===== src/rtl/uart_rx_fifo.sv =====
// rtl/uart_rx_fifo.sv - receive FIFO between the UART RX deserializer and the host
//
// Captures one byte per Data_Valid high period, together with its parity flag.
// The host reads the bytes through a show-ahead valid/ready port.
// Frames that arrive while the FIFO is full are discarded and counted.
//
// Ports:
//   clk         single clock
//   rst         synchronous active-high reset
//   P_DATA      deserialized frame byte, stable while Data_Valid is high
//   Data_Valid  frame-good level from the RX FSM, may stay high for many cycles
//   parity_err  parity result for the current frame
//   rd_ready    consumer accepts the head entry this cycle
//   rd_data     head entry byte (show-ahead)
//   rd_par_err  head entry parity flag
//   rd_valid    FIFO not empty
//   full        occupancy equals DEPTH
//   count       occupancy, 0..DEPTH
//   overflow    sticky, set when a frame is dropped
//   ovf_clr     clears overflow and drop_cnt
//   drop_cnt    saturating count of dropped frames

module uart_rx_fifo #(
    parameter int DATA_WIDTH     = 8,
    parameter int DEPTH          = 8,
    parameter int ADDR_WIDTH     = 3,
    parameter int DROP_CNT_WIDTH = 8
) (
    input  logic                      clk,
    input  logic                      rst,
    input  logic [DATA_WIDTH-1:0]     P_DATA,
    input  logic                      Data_Valid,
    input  logic                      parity_err,
    input  logic                      rd_ready,
    output logic [DATA_WIDTH-1:0]     rd_data,
    output logic                      rd_par_err,
    output logic                      rd_valid,
    output logic                      full,
    output logic [ADDR_WIDTH:0]       count,
    output logic                      overflow,
    input  logic                      ovf_clr,
    output logic [DROP_CNT_WIDTH-1:0] drop_cnt
);

    localparam logic [ADDR_WIDTH:0] FULL_COUNT = (ADDR_WIDTH + 1)'(DEPTH);

    // Each entry holds {parity_err, byte}.
    logic [DATA_WIDTH:0]   mem [DEPTH];
    logic [ADDR_WIDTH-1:0] wr_ptr;
    logic [ADDR_WIDTH-1:0] rd_ptr;
    logic                  dv_q;

    logic wr_req;
    logic rd_fire;
    logic full_eff;
    logic wr_en;
    logic drop;

    // Data_Valid is a level that can last many cycles; only its rising edge
    // represents a new frame.
    assign wr_req   = Data_Valid & ~dv_q;

    assign rd_valid = (count != '0);
    assign full     = (count == FULL_COUNT);
    assign rd_fire  = rd_valid & rd_ready;

    // A read in the same cycle frees a slot, so a full FIFO can still accept.
    assign full_eff = full & ~rd_fire;
    assign wr_en    = wr_req & ~full_eff;
    assign drop     = wr_req & full_eff;

    // Show-ahead head: combinational read of registered storage.
    assign {rd_par_err, rd_data} = mem[rd_ptr];

    always_ff @(posedge clk) begin
        if (rst) begin
            wr_ptr <= '0;
            rd_ptr <= '0;
            count  <= '0;
            dv_q   <= 1'b0;
        end else begin
            dv_q <= Data_Valid;
            if (wr_en) begin
                wr_ptr <= wr_ptr + ADDR_WIDTH'(1);
            end
            if (rd_fire) begin
                rd_ptr <= rd_ptr + ADDR_WIDTH'(1);
            end
            if (wr_en && !rd_fire) begin
                count <= count + (ADDR_WIDTH + 1)'(1);
            end else if (rd_fire && !wr_en) begin
                count <= count - (ADDR_WIDTH + 1)'(1);
            end
        end
    end

    // Storage is not reset; reset only blocks a write in the same cycle.
    always_ff @(posedge clk) begin
        if (!rst && wr_en) begin
            mem[wr_ptr] <= {parity_err, P_DATA};
        end
    end

    // A drop that coincides with ovf_clr is kept: the clear applies to the
    // history before this edge, and the new loss restarts the count at 1.
    always_ff @(posedge clk) begin
        if (rst) begin
            overflow <= 1'b0;
            drop_cnt <= '0;
        end else if (drop) begin
            overflow <= 1'b1;
            if (ovf_clr) begin
                drop_cnt <= DROP_CNT_WIDTH'(1);
            end else if (!(&drop_cnt)) begin
                drop_cnt <= drop_cnt + DROP_CNT_WIDTH'(1);
            end
        end else if (ovf_clr) begin
            overflow <= 1'b0;
            drop_cnt <= '0;
        end
    end

endmodule

===== config.mk =====
export PLATFORM = sky130hd
export DESIGN_NAME = uart_rx_fifo
export DESIGN_NICKNAME = d
export VERILOG_FILES = /design/src/rtl/uart_rx_fifo.sv
export SDC_FILE = /design/constraint.sdc
export NUM_CORES = 1
export LEC_CHECK = 0
export CORE_ASPECT_RATIO = 1.25
export CORE_MARGIN = 5
export CORE_UTILIZATION = 51
export CTS_CLUSTER_DIAMETER = 30
export DETAILED_ROUTE_END_ITERATION = 10
export PLACE_DENSITY = 0.78
export SETUP_SLACK_MARGIN = 0.02
export SLEW_MARGIN = 15
export SYNTH_ARGS = -nofsm -noshare
export SYNTH_HDL_FRONTEND = slang
export SYNTH_SLANG_ARGS = --single-unit
export TNS_END_PERCENT = 100

===== constraint.sdc =====
create_clock -name clk -period 3.2 [get_ports clk]
set_input_delay 0.8 -clock clk [delete_from_list [all_inputs] [get_ports clk]]
set_output_delay 0.8 -clock clk [all_outputs]
set_load 0.01 [all_outputs]

# Word-level counts from Yosys, hierarchy flattened
# Memories as Yosys holds them, arrays and structs flattened. A register that Yosys moved wholly into a read port is not among the register bits.
# Index checks and enable logic that the tools add are counted.
totals:
  register_bits: 20
  ram_bits: 72
  inputBits: 14
  out_inout_bits: 24
  wordCells: 45
  mem_count: 1
memory_table:
  columns: ["name", "depth", "width", "read_ports", "rd_clocked_by_memory_dff", "wr", "line", "text"]
  rows:
  - ["mem", 8, 9, 1, 1, 1, "48", "logic [DATA_WIDTH:0] mem [DEPTH];"]
classes:
  addsub: 5
  n_eq_ne: 2
  muxes: 12
  bitwise: 8
  n_reduce_logical: 11
ops:
  columns: ["cell", "n"]
  rows:
  - ["$mux 8", 4]
  - ["$add 8x1->8 const B", 1]
  - ["$mux 4", 2]
  - ["$reduce_and 8->1", 1]
  - ["$add 3x1->3 const B", 2]
  - ["$mux 3", 2]
  - ["$and 1x1->1", 5]
  - ["$add 4x1->4 const B", 1]
  - ["$eq 4x4->1 const B", 1]
  - ["$mux 1", 4]
  - ["$reduce_bool 2->1", 2]
  - ["$reduce_bool 4->1", 1]
  - ["$sub 4x1->4 const B", 1]
  - ["$logic_and 1x1->1", 3]
  - ["$logic_not 1->1", 3]
  - ["$not 1->1", 3]
  - ["$ne 2x2->1 const B", 1]
  - ["$reduce_and 2->1", 1]

# Longest topological paths before layout
logic_depth:
  word_depth: 10
  depth_mapped: 10
  ltp_nobuf: 10

# Least setup slack after synthesis
# OpenSTA, ideal clock, no wires.
synth_timing:
  kind: "reg-to-reg"
  from: "register count[0]"
  to: "register count[3]"
  setup_ps: 121
  arrival_time_ps: 2872
  required_time_ps: 3079
  setup_slack_ps: 207
  stages_incl_launch_ff: 11
  n_path_buf: 0
  period_less_slack_ps: 2993
  cell_sequence: "dfxtp_1 or4b_4 o21ai_0 inv_1 ha_1 inv_1 ha_1 a21oi_1 a211oi_1 a31oi_1 mux2_2"
synth_via:
  elab_chain_len: 9
  word_cells_on_any_way: 16
  classes_between: "add/sub: 2; eq/ne: 1; mux: 2; bitwise: 5; reduce/logical: 6"
synth_lines:
  columns: ["item", "line", "text"]
  rows:
  - ["start, declared", "39", "output logic [ADDR_WIDTH:0] count,"]
  - ["start signal, assigned", "90", "count <= count + (ADDR_WIDTH + 1)'(1);"]
  - ["start signal, assigned", "92", "count <= count - (ADDR_WIDTH + 1)'(1);"]
  - ["$reduce_bool 4->1", "63", "assign rd_valid = (count != '0);"]
  - ["$and 1x1->1", "65", "assign rd_fire = rd_valid & rd_ready;"]
  - ["$not 1->1", "68", "assign full_eff = full & ~rd_fire;"]
  - ["$and 1x1->1", "68", null]
  - ["$not 1->1", "69", "assign wr_en = wr_req & ~full_eff;"]
  - ["$and 1x1->1", "69", null]
  - ["$logic_not 1->1", "91", "end else if (rd_fire && !wr_en) begin"]
  - ["$logic_and 1x1->1", "91", null]
  - ["$reduce_bool 2->1 (no line)", null, null]
# Several ways; a longest one is shown, not always the timed one. The select of a mux whose other input is x is not followed.
# A chain may end at the register's enable or synchronous reset.

==> impl_metrics.yaml <==
route:
  vias: 2233
  wl_per_cell_um: 17.3
  ant_nets: 0
  drc_errors: 0
  drt_wl_total_um: 6770
  drtPass1Iterations: 4
  avgViaCountPerCell: 5.70
  dr.first_iter.drc_count: 146
job:
  cap_violations: 0
cts:
  clkSinkCount: 95
  clk_pin_slew_worst_paths_ns: 0.09
  insertion_delay_ns: 0.35
  cts_root_buffer: "clkbuf_8"
  cts_resized: 0
  cts_hold_buf: 0
  numCtsBuffers: 9
  htree_levels: 3
  cts_tree: "yes"
  cts_setup_buffers: 0
  clk_path_buf_depth: 2
min_path:
  min_from: "overflow"
  hold_end: "overflow"
  hold_path_depth: 2
  min_path_type: "reg2reg"
floorplan:
  die_area_sq_mm: 0.00940
  core_sq_mm: 0.00736
  fp.dieH_um: 107
  ios: 38
  start_util: 0.523
  die_w_um: 87.7
  rows: 35
yosys:
  synthArstFlopShare: 0
  yosysUniqueCellTypes: 41
  syn_inst: 239
  ys_seq_area_frac: 0.681
  yosys_warnings: 0
  synth.avg_cell_area_sq_um: 16.1
  synth_edf_count: 72
  syn_area_sq_mm: 0.00385
  synth_nets: 260
  synth_seq_cells: 95
  synthFlopType: "edfxtp_1"
place:
  port_buffers: 37
  gp_congestion: 0.853
  place_hpwl_um: 4490
  postPlaceCellArea_sq_mm: 0.00445
setup_path:
  cp-end-kind: "output port"
  required_ns: 2.40
  cp_max_fo: 18
  crit_type: "reg2out"
  reg2reg_slack_ns: 0.38
  reg2reg_depth: 10
  r2r-end: "count[3]"
  r2r_start: "count[0]"
  arrival_ns: 2.21
  startpoint_type: "flop"
timing:
  skew_ns: 0.00684
  hold_violations: 0
  period_needed_ns: 3.01
  worst_slew_pin_slew_ns: 0.547
  final-setup-viol-count: 0
  maxSlewHeadroom: 0.635
  setup_tns_ns: 0
  timing.fmax_ghz: 0.332
  slew_viol_final: 0
  grt_setup_unrepaired: "no"
  fin_crit_sh: 0.940
  hold-worst-slack_ns: 0.484
finish:
  final_common_cell: "edfxtp_1"
  drive_gt1_frac: 0.223
  area_growth_pct: 20.5
  antenna_cells: 0
  final_cell_mix: "edfxtp_1 (72), clkdlybuf4s50_1 (37), dfxtp_1 (23)"
  nNetsFinal: 316
  fin_area_sq_mm: 0.00464
power:
  powerDensity_mw_per_mm2: 648
  p_leak_nw: 1.54
  peakVddDrop_mv: 0.416
global_route:
  grt_pass1_vias: 2256
  grt_first_pass_wirelength_um: 11400
  grt_usage: 0.161
  overflow: 0
  grt_max_degree: 19
  antenna_found_initial: 0
outcome:
  outcome: "completed"
-- worst max-delay path by stage --
stage / depth (start not counted) / end
2_1_floorplan: 10 / count[3]
3_3_place_gp: 11 / count[3]
3_5_place_dp: 11 / count[3]
4_1_cts: 4 / rd_data[5]
5_1_grt: 4 / rd_data[5]
6_report: 4 / rd_data[5]
-- cell usage after synthesis (4+ instances only) --
cell type / count / area share
nor2_1: 18 / 0.018
mux4_2: 18 / 0.11
nand3_1: 7 / 0.0091
xor2_1: 4 / 0.0091
nand2_1: 12 / 0.012
ha_1: 6 / 0.019
a21oi_1: 5 / 0.0065
mux2_2: 10 / 0.029
dfxtp_1: 23 / 0.12
clkbuf_1: 4 / 0.0039
inv_1: 4 / 0.0039
nor3_1: 6 / 0.0078
nor2b_1: 4 / 0.0065
edfxtp_1: 72 / 0.56
-- routing by layer --
layer,up-vias,track usage,part of all wire
met5,-,0,0
met3,8,0.0354,0.055
met1,1105,0.214,0.42
met2,79,0.259,0.51
met4,0,0.0559,0.014
li1,1041,-,-
-- critical path: stages (launching register included) --
cell and delay (ns):
dfxtp_1 0.37, buf_12 0.20, mux4_2 0.51, mux2_2 0.29, clkdlybuf4s50_1 0.48
-- layout make-up --
type | count | area, sq um
Clock inverter | 7 | 63.8
Inverter | 5 | 20.0
Timing Repair Buffer | 54 | 510
Tap cell | 92 | 115
Clock buffer | 9 | 124
Fill cell | 564 | 2720
Sequential cell | 95 | 2620
Multi-Input combinational cell | 130 | 1180
-- cell families (layout without fill, tap and decap cells) --
group | after synthesis | after routing | share of synthesized area
DFF | 95 | 95 | 0.681
and+or+nand+nor | 65 | 65 | 0.0868
muxes | 30 | 30 | 0.140
AOI/OAI and AO/OA | 22 | 22 | 0.0390
buffers and inverters | 14 | 75 | 0.0149
adders and majority gates | 7 | 7 | 0.0247
xor gates and xnor gates | 6 | 6 | 0.0136
-- registers in the layout, indices dropped and copies added (netlist names), named ones only --
name,count
mem,72
drop_cnt,8
count,4
rd_ptr,3
wr_ptr,3
dv_q,1
overflow,1
-- per-stage QoR --
stage | setup slack (ns) | total power, W | utilization | std cells
finish | 0.190 | 0.00301 | 0.630 | 392
global placement | 0.0703 | 0.00230 | 0.605 | 376
global route | 0.0789 | 0.00318 | 0.630 | 392
floorplan | 0.207 | 0.00200 | - | 239
detailed placement | 0.000212 | 0.00232 | 0.605 | 376
CTS | 0.140 | 0.00305 | 0.630 | 392
-- where the power goes --
part,internal (W),switching [W]
combinational,0.000489,0.000350
clock,0.000298,0.000426
sequential,0.00138,0.0000590
No activity file was read; power rests on OpenSTA's default activity.
